$ cat src/rtl/gray_to_binary_tracker.sv
// Gray-to-binary decoder with step tracking and a valid/ready output stage.
// Define GRAY_ERRCNT_EN to build the saturating step-error counter.
module gray_to_binary_tracker #(
   parameter int WIDTH = 4
) (
   input  logic             clk,
   input  logic             rst,
   input  logic [WIDTH-1:0] in_gray,
   input  logic             in_valid,
   output logic             in_ready,
   output logic [WIDTH-1:0] out_bin,
   output logic             out_valid,
   input  logic             out_ready,
   output logic             step_up,
   output logic             step_down,
   output logic             step_err,
   output logic             err_sticky,
   input  logic             err_clr,
   output logic [7:0]       err_cnt
);

   typedef enum logic {
      S_INIT,
      S_TRACK
   } state_t;

   state_t           r_state;
   logic [WIDTH-1:0] r_prev;
   logic [WIDTH-1:0] r_bin;
   logic             r_valid;
   logic             r_up;
   logic             r_down;
   logic             r_err;
   logic             r_sticky;

   logic [WIDTH-1:0] w_bin;
   logic [WIDTH-1:0] w_delta;
   logic             w_acc;
   logic             w_up;
   logic             w_down;
   logic             w_bad;
   logic             w_err_ev;

   // Each binary bit is the XOR of all Gray bits at or above it.
   always_comb begin
      w_bin = '0;
      for (int i = 0; i < WIDTH; i++) begin
         w_bin[i] = ^(in_gray >> i);
      end
   end

   assign in_ready = !r_valid || out_ready;
   assign w_acc    = in_valid && in_ready;
   assign w_delta  = w_bin - r_prev;
   assign w_up     = (w_delta == WIDTH'(1));
   assign w_down   = (w_delta == {WIDTH{1'b1}});
   assign w_bad    = (w_delta != '0) && !w_up && !w_down;
   assign w_err_ev = w_acc && (r_state == S_TRACK) && w_bad;

   always_ff @(posedge clk or posedge rst) begin
      if (rst) begin
         r_state <= S_INIT;
         r_prev  <= '0;
         r_bin   <= '0;
         r_valid <= 1'b0;
         r_up    <= 1'b0;
         r_down  <= 1'b0;
         r_err   <= 1'b0;
      end else if (w_acc) begin
         r_valid <= 1'b1;
         r_bin   <= w_bin;
         r_prev  <= w_bin;
         unique case (r_state)
            S_INIT: begin
               r_up    <= 1'b0;
               r_down  <= 1'b0;
               r_err   <= 1'b0;
               r_state <= S_TRACK;
            end
            S_TRACK: begin
               r_up   <= w_up;
               r_down <= w_down;
               r_err  <= w_bad;
            end
            default: r_state <= S_INIT;
         endcase
      end else if (out_ready) begin
         r_valid <= 1'b0;
      end
   end

   // A fresh error outranks a simultaneous clear.
   always_ff @(posedge clk or posedge rst) begin
      if (rst) begin
         r_sticky <= 1'b0;
      end else if (w_err_ev) begin
         r_sticky <= 1'b1;
      end else if (err_clr) begin
         r_sticky <= 1'b0;
      end
   end

`ifdef GRAY_ERRCNT_EN
   logic [7:0] r_cnt;

   always_ff @(posedge clk or posedge rst) begin
      if (rst) begin
         r_cnt <= '0;
      end else if (err_clr) begin
         r_cnt <= w_err_ev ? 8'd1 : 8'd0;
      end else if (w_err_ev && (r_cnt != 8'hFF)) begin
         r_cnt <= r_cnt + 8'd1;
      end
   end

   assign err_cnt = r_cnt;
`else
   assign err_cnt = '0;
`endif

   assign out_bin    = r_bin;
   assign out_valid  = r_valid;
   assign step_up    = r_up;
   assign step_down  = r_down;
   assign step_err   = r_err;
   assign err_sticky = r_sticky;

endmodule

$ cat config.mk
export PLATFORM = sky130hd
export DESIGN_NAME = gray_to_binary_tracker
export DESIGN_NICKNAME = d
export VERILOG_FILES = /design/src/rtl/gray_to_binary_tracker.sv
export SDC_FILE = /design/constraint.sdc
export NUM_CORES = 1
export LEC_CHECK = 0
export ABC_AREA = 0
export BUFFER_PORTS_ARGS = -buffer_cell sky130_fd_sc_hd__buf_2
export CORE_UTILIZATION = 35
export CTS_CLUSTER_DIAMETER = 40
export DETAILED_ROUTE_END_ITERATION = 12
export PLACE_DENSITY_LB_ADDON = 0.1
export SYNTH_ARGS = -nofsm -noshare
export SYNTH_HDL_FRONTEND = slang
export SYNTH_SLANG_ARGS = --single-unit
$ cat constraint.sdc
create_clock -name clk -period 3.3 [get_ports clk]
set_input_delay 0.33 -clock clk [delete_from_list [all_inputs] [get_ports clk]]
set_output_delay 0.33 -clock clk [all_outputs]
set_load 0.02 [all_outputs]
[Word level (Yosys, flattened, before mapping)]
Cells that the tools add are included.
Storage, ports and cells
  bits in registers: 10
  input port bits: 9
  output and inout port bits: 18
  logic and storage cells: 34
Cells by class
  add/sub/neg operators: 1
  equality and inequality tests: 2
  muxes and demuxes: 7
  bitwise operators: 1
  reduce and logical (&&, ||, !) cells: 16
Operators with widths (number)
  4-bit parity: 4
  1-bit case mux with 2 select lines: 3
  1-bit logical AND: 5
  4-bit by 1-bit equality test with 1-bit output (second input constant): 1
  4-bit equality test (second input constant): 1
  1-bit two-way mux: 4
  2-bit nonzero test: 2
  4-bit nonzero test: 1
  4-bit subtractor: 1
  1-bit zero test: 3
  1-bit logical OR: 1
  1-bit NOT: 1

[Longest topological paths before layout]
Gate-level depths: netlist of the first run.
  word-level depth: 8
  gate-level depth with buffers: 10
  gate-level depth less buffers: 10

[Worst setup path after synthesis of the first run]
OpenSTA, ideal clock, no wires.
  path kind: in2reg
  start: input in_gray[3]
  end: register r_err (netlist: step_err)
  setup time: 0.087 ns
  arrival: 2.300 ns
  data required time: 3.213 ns
  slack: 0.913 ns
  stages on the path: 10
  path buffers: 0
  path through: xor2_2 -> xor2_2 -> xnor2_1 -> ha_1 -> inv_1 -> fa_1 -> xnor2_1 -> nor3b_1 -> or4_1 -> o211ai_1
Between the ends
  cells in the longest elaborated chain, start to end: 7
  elaborated cells between the ends (all ways): 13
  classes of those cells: add/sub (1); eq/ne (2); mux (1); reduce/logical (9)
RTL lines
  start: declaration: RTL line 8  | input logic [WIDTH-1:0] in_gray,
  4-bit parity (*): RTL line 48  | w_bin[i] = ^(in_gray >> i);
  named net w_bin[1]: RTL line 36  | logic [WIDTH-1:0] w_bin;
  4-bit subtractor (*): RTL line 54  | assign w_delta = w_bin - r_prev;
  4-bit by 1-bit equality test with 1-bit output: RTL line 55  | assign w_up = (w_delta == WIDTH'(1));
  1-bit zero test: RTL line 57  | assign w_bad = (w_delta != '0) && !w_up && !w_down;
  1-bit logical AND: RTL line 57
  1-bit logical AND (*): RTL line 57
  1-bit case mux with 2 select lines (*): RTL line 73  | unique case (r_state)
  end signal: assignment: RTL line 83  | r_err <= w_bad;
  end: declaration: RTL line 33  | logic r_err;
Mark *: on every way through the listed nets, which the timed path passes. The rest lies on a longest branch.
A chain may end at the register's enable or synchronous reset.

[Worst setup path after layout of the first run]
Same ends and word-level chain as after synthesis.

==> impl_metrics.env, run 1 <==
export IMPL_yosys_top_cells_area="dfrtp_1 40%, buf_4 9.7%, ha_1 6.1%"
export IMPL_hold_path_class="input pin to async pin"
export IMPL_fp_dieW_um=44.0
export IMPL_slowest_stage="or4_1"
export IMPL_cts_root_buf="clkbuf_4"
export IMPL_clk_path_buf_depth=2
export IMPL_drive_gt1_share_pct=31.3
export IMPL_antenna_found_initial=0
export IMPL_boundaryPins=27
export IMPL_grt_pass1_wl_mm=1.52
export IMPL_r2r_start="out_bin[0]"
export IMPL_insertion_delay_ps=260
export IMPL_synthTopCellsByCount="10 x dfrtp_1, 8 x buf_4, 6 x inv_1, 5 x nand2b_1, 4 x nand2_1"
export IMPL_core_mm2=0.00158
export IMPL_cts_made_buffers=3
export IMPL_cp_start_kind="input pin"
export IMPL_rows=14
export IMPL_die_area_mm2=0.00194
export IMPL_finalCritPeriodShare_pct=73.2
export IMPL_vias=439
export IMPL_netlist_area_um2=618
export IMPL_cap_violations=0
export IMPL_fin_setup_tns_ps=0
export IMPL_postCtsSetupRepairBufs=0
export IMPL_yosysSeqAreaShare_pct=40.5
export IMPL_grt_pass1_vias=360
export IMPL_post_route_worst_setup_slack_ps=884
export IMPL_dp_slack_ps=591
export IMPL_final_min_clock_period_ps=2420
export IMPL_setup_violations_final=0
export IMPL_slowest_delay_ps=430
export IMPL_dieHeight_um=44.0
export IMPL_synth_cell_types=24
export IMPL_cp_top_family="XOR/XNOR gates"
export IMPL_design_area_um2=717
export IMPL_drt_initial_drc_count=4
export IMPL_synth_edff_count=0
export IMPL_grt_start_max_net_pins=11
export IMPL_fmax_mhz=414
export IMPL_htreeDepth=1
export IMPL_yosysTopAreaCellShare_pct=40.5
export IMPL_r2r_cells=7
export IMPL_drv_slew=0
export IMPL_n_fill_cell=164
export IMPL_area_growth_pct=16.0
export IMPL_multiInputGateArea_um2=312
export IMPL_synth_seq_cells=10
export IMPL_leakagePower_nw=0.368
export IMPL_synthCells=60
export IMPL_crit_buf_inv=2
export IMPL_wire_per_inst_um=10.3
export IMPL_path_class="input pin to flip-flop"
export IMPL_hold_viol_final=0
export IMPL_seq_area_um2=250
export IMPL_ys_flop_type="dfrtp_1"
export IMPL_end_kind="flip-flop"
export IMPL_vias_per_cell=4.57
export IMPL_yosys_warnings=0
export IMPL_avgSynthCellArea_um2=10.3
export IMPL_start_util_pct=39.2
export IMPL_clk_pin_slew_ps=60
export IMPL_max_vdd_ir_drop_mv=0.280
export IMPL_grt_remaining_overflow=0
export IMPL_wl_um=989
export IMPL_drc=0
export IMPL_io_buffers=18
export IMPL_required_ps=3480
export IMPL_nets=95
export IMPL_dpl_cell_count=93
export IMPL_clock_sinks=10
export IMPL_yosysTopAreaCell="dfrtp_1"
export IMPL_critical_path_arrival_ps=2600
export IMPL_powerDensity_mw_per_mm2=626
export IMPL_drt_first_pass_iters=6
export IMPL_synth_most_common_cell="dfrtp_1"
export IMPL_critPathMaxFanout=4
export IMPL_worstPathCellList="buf_2 > xor2_2 > xor2_2 > xnor2_1 > ha_1 > inv_1 > fa_1 > xnor2_1 > nor3b_1 > or4_1 > o211ai_1"
export IMPL_rsz0062_at_grt="no"
export IMPL_cts_hold_repair_buffers=0
export IMPL_r2r_slack_ps=1420
export IMPL_instances_no_fill=96
export IMPL_routabilityCongestion=0.673
export IMPL_r2r_end="step_err"
export IMPL_num_antenna_cells=0
export IMPL_cts_resized=0
export IMPL_fin_skew_ps=0.432
export IMPL_async_flop_share_pct=100
export IMPL_cts_tree="yes"
export IMPL_status="finished clean"
export IMPL_placed_area_um2=694
export IMPL_grt_total_usage_pct=11.4
export IMPL_ant_nets=0
cells by family (layout without fill, tap and decap cells):
| family | after synthesis | count (layout) | synth area share [%] |
|---|---|---|---|
| xor+xnor | 5 | 5 | 9.51 |
| other cells | 1 | 8 | 0.607 |
| compound gates | 8 | 8 | 8.91 |
| mux | 2 | 2 | 3.64 |
| flops | 10 | 10 | 40.5 |
| buf+inv | 14 | 27 | 13.4 |
| fa+ha+maj | 4 | 4 | 9.31 |
| simple gates | 16 | 16 | 14.2 |
power breakdown:
part           internal [mW]  total (mW)  switching (mW)
Sequential             0.151       0.166          0.0152
Clock                 0.0420      0.0809          0.0389
Combinational         0.0788       0.202           0.123
Total                  0.272       0.449           0.177
metrics by stage:
step	utilization [%]	hold WS, ps	power (mW)
final	45.5	36.5	0.449
after detailed placement	44.0	334	0.373
after global routing	45.5	61.3	0.483
after floorplan	-	170	0.324
after CTS	45.5	47.0	0.457
after global placement	44.0	336	0.373
flip-flops by register name, indices dropped and copies added, names as in the netlist:
register and count:
out_valid 1, out_bin 4, err_sticky 1, step_down 1, step_err 1, r_state 1, step_up 1
placed cells by master, fill, tap and decap left out, types with 2 or more instances in the layout:
cell / count
nand2_1: 4
mux2_2: 2
a21oi_1: 3
dfrtp_1: 10
inv_1: 6
conb_1: 8
buf_2: 18
xor2_2: 2
nand2b_1: 5
xnor2_1: 2
nor2_1: 2
clkbuf_4: 3
ha_1: 3
area by class of cell:
cell class	count	area share [%]
inverters	6	3.14
flip-flops and latches	10	34.9
repair buffers	18	12.6
clock buffers	3	3.14
multi-input cells	43	43.5
well taps	16	2.79
how the worst max path moves through the flow:
stage               startpoint       end  slack [ps]  depth (start not counted)
CTS                 in_gray[3]  step_err         860                         11
floorplan           in_gray[3]  step_err         910                         10
global route        in_gray[3]  step_err         730                         11
global placement    in_gray[3]  step_err         630                         11
detailed placement  in_gray[3]  step_err         590                         11
finish              in_gray[3]  step_err         880                         11
per-layer routing:
metal / track usage, % / part of all wire [%] / vias to the layer above / routed length, µm
li1: - / - / 226 / -
met2: 16.5 / 42 / 19 / 420
met5: 0 / 0 / - / 0
met1: 13.2 / 49 / 192 / 485
met4: 5.45 / 1.2 / 0 / 12
met3: 7.35 / 7.1 / 2 / 70
Power figures use the tool's default switching activity.
==> inputs of run 2 (changes only) <==
Settings changed: ABC_AREA 0 to 1.
Clock period 3.3 ns to 2.3 ns, I/O delays scaled along.
==> impl_metrics.env, run 2 <==
export IMPL_start_util_pct=38.0
export IMPL_hold_slack_ps=205
export IMPL_dpl_cell_count=127
export IMPL_dp_slack_ps=205
export IMPL_antenna_found_initial=0
export IMPL_yosysTopAreaCell="dfrtp_1"
export IMPL_yosysSeqAreaShare_pct=37.7
export IMPL_core_mm2=0.00175
export IMPL_grt_total_usage_pct=12.0
export IMPL_dp_hpwl_um=855
export IMPL_avgSynthCellArea_um2=7.71
export IMPL_wire_per_inst_um=7.83
export IMPL_min_to="err_sticky"
export IMPL_min_from="err_clr"
export IMPL_r2r_start="out_bin[0]"
export IMPL_hold_path_depth=4
export IMPL_worstPathCellList="buf_2 > inv_2 > nand2_2 > nand2_4 > xnor2_1 > inv_1 > ha_1 > inv_1 > fa_1 > nand2_1 > nor3_1 > nand2_1 > nand3_1 > nand2_1"
export IMPL_instances_no_fill=132
export IMPL_drive_gt1_share_pct=25.2
export IMPL_drt_initial_drc_count=5
export IMPL_netlist_area_um2=663
export IMPL_postCtsSetupRepairBufs=0
export IMPL_status="finished clean"
export IMPL_vias=524
export IMPL_placed_area_um2=743
export IMPL_drt_first_pass_iters=4
export IMPL_slowest_delay_ps=500
export IMPL_drc=0
export IMPL_clock_sinks=10
export IMPL_cap_violations=0
export IMPL_yosysTopAreaCellShare_pct=37.7
export IMPL_vias_per_cell=3.97
export IMPL_synthCells=86
export IMPL_synth_edff_count=0
export IMPL_fp_dieW_um=45.5
export IMPL_htreeDepth=1
export IMPL_design_area_um2=790
export IMPL_powerDensity_mw_per_mm2=798
export IMPL_yosys_top_cells_area="dfrtp_1 38%, nand2_1 15%, buf_4 10%"
export IMPL_path_class="input pin to flip-flop"
export IMPL_grt_start_max_net_pins=12
export IMPL_fin_setup_tns_ps=0
export IMPL_setup_violations_final=0
export IMPL_area_growth_pct=19.1
export IMPL_finalCritPeriodShare_pct=78.5
export IMPL_io_buffers=18
export IMPL_grt_remaining_overflow=0
export IMPL_drv_slew=0
export IMPL_cts_root_buf="clkbuf_4"
export IMPL_slowest_stage="fa_1"
export IMPL_dieHeight_um=45.5
export IMPL_grt_pass1_vias=410
export IMPL_nets=121
export IMPL_clk_pin_slew_ps=70
export IMPL_cp_start_kind="input pin"
export IMPL_die_area_mm2=0.00207
export IMPL_cts_hold_repair_buffers=1
export IMPL_yosys_warnings=0
export IMPL_ys_flop_type="dfrtp_1"
export IMPL_synth_most_common_cell="nand2_1"
export IMPL_hold_viol_final=0
export IMPL_insertion_delay_ps=260
export IMPL_r2r_slack_ps=580
export IMPL_cts_resized=0
export IMPL_synth_seq_cells=10
export IMPL_fin_skew_ps=0.259
export IMPL_path_common_cell="nand2_1"
export IMPL_routabilityCongestion=0.735
export IMPL_fmax_mhz=554
export IMPL_grt_pass1_wl_mm=1.69
export IMPL_final_cell_mix="26 x nand2_1, 18 x buf_2, 14 x inv_1, 10 x dfrtp_1, 8 x conb_1"
export IMPL_num_antenna_cells=0
export IMPL_cts_made_buffers=3
export IMPL_hold_path_class="input pin to flip-flop"
export IMPL_synth_cell_types=19
export IMPL_mostFrequentLayoutCell="nand2_1"
export IMPL_rows=15
export IMPL_critPathMaxFanout=4
export IMPL_critical_path_arrival_ps=1960
export IMPL_rsz0062_at_grt="no"
export IMPL_clk_path_buf_depth=2
export IMPL_ant_nets=0
export IMPL_async_flop_share_pct=100
export IMPL_end_kind="flip-flop"
export IMPL_largest_reg_flops=4
export IMPL_final_min_clock_period_ps=1800
export IMPL_r2r_cells=8
export IMPL_post_route_worst_setup_slack_ps=495
export IMPL_leakagePower_nw=0.466
export IMPL_wl_mm=1.03
export IMPL_r2r_end="err_sticky"
export IMPL_required_ps=2460
export IMPL_max_vdd_ir_drop_mv=0.292
export IMPL_boundaryPins=27
export IMPL_cts_tree="yes"
export IMPL_synthTopCellsByCount="26 x nand2_1, 14 x inv_1, 10 x dfrtp_1, 9 x buf_4, 5 x nand3_1"
export IMPL_n_fill_cell=188
run 2: area by class of cell:
type,instances,area [µm²],share of cell area [%]
inverter,15,56.3,7.13
tap,25,31.3,3.96
sequential,10,250,31.7
multi-input combinational,59,315,39.9
timing repair buffer,19,100,12.7
clock buffer,4,36.3,4.60
run 2: cells by family (layout without fill, tap and decap cells):
logic type	Yosys count	in the layout	synth area share (%)
AND/OR/NAND/NOR	38	38	24.1
buffers and inverters	24	38	18.7
flip-flops	10	10	37.7
AO/OA/AOI/OAI	6	6	5.09
adder cells (fa/ha/maj)	4	4	8.68
XOR/XNOR	3	3	5.10
other	1	8	0.565
run 2: worst max-delay path, delay by kind of cell:
family,cells,cell delay [ps]
AND/OR/NAND/NOR,7,670
adder cells (fa/ha/maj),2,650
buffers and inverters,4,300
XOR/XNOR,1,130
run 2: through the flow:
stage	total power, mW	util (%)
6_report	0.630	45.2
5_1_grt	0.693	45.2
4_1_cts	0.638	45.2
3_5_place_dp	0.478	42.6
3_3_place_gp	0.477	42.6
2_1_floorplan	0.423	-
run 2: worst max path at each step:
stage	cells after the start	startpoint	slack, ps	to
3_3_place_gp	13	in_gray[3]	220	err_sticky
5_1_grt	14	in_gray[2]	260	step_err
3_5_place_dp	14	in_gray[2]	210	err_sticky
2_1_floorplan	13	in_gray[2]	470	err_sticky
6_report	14	in_gray[3]	500	err_sticky
4_1_cts	14	in_gray[3]	480	err_sticky
run 2: where the power goes:
| group | internal [mW] | switching, mW | total (mW) | leakage, nW |
|---|---|---|---|---|
| registers | 0.207 | 0.0171 | 0.224 | 0.120 |
| clock network | 0.0961 | 0.0620 | 0.158 | 0.0210 |
| logic | 0.0861 | 0.161 | 0.247 | 0.325 |
run 2: layer usage:
layer	track usage [%]	part of all wire [%]
met1	15.9	50
met2	16.3	40
met3	3.57	6.1
met4	9.09	3.3
met5	0	0
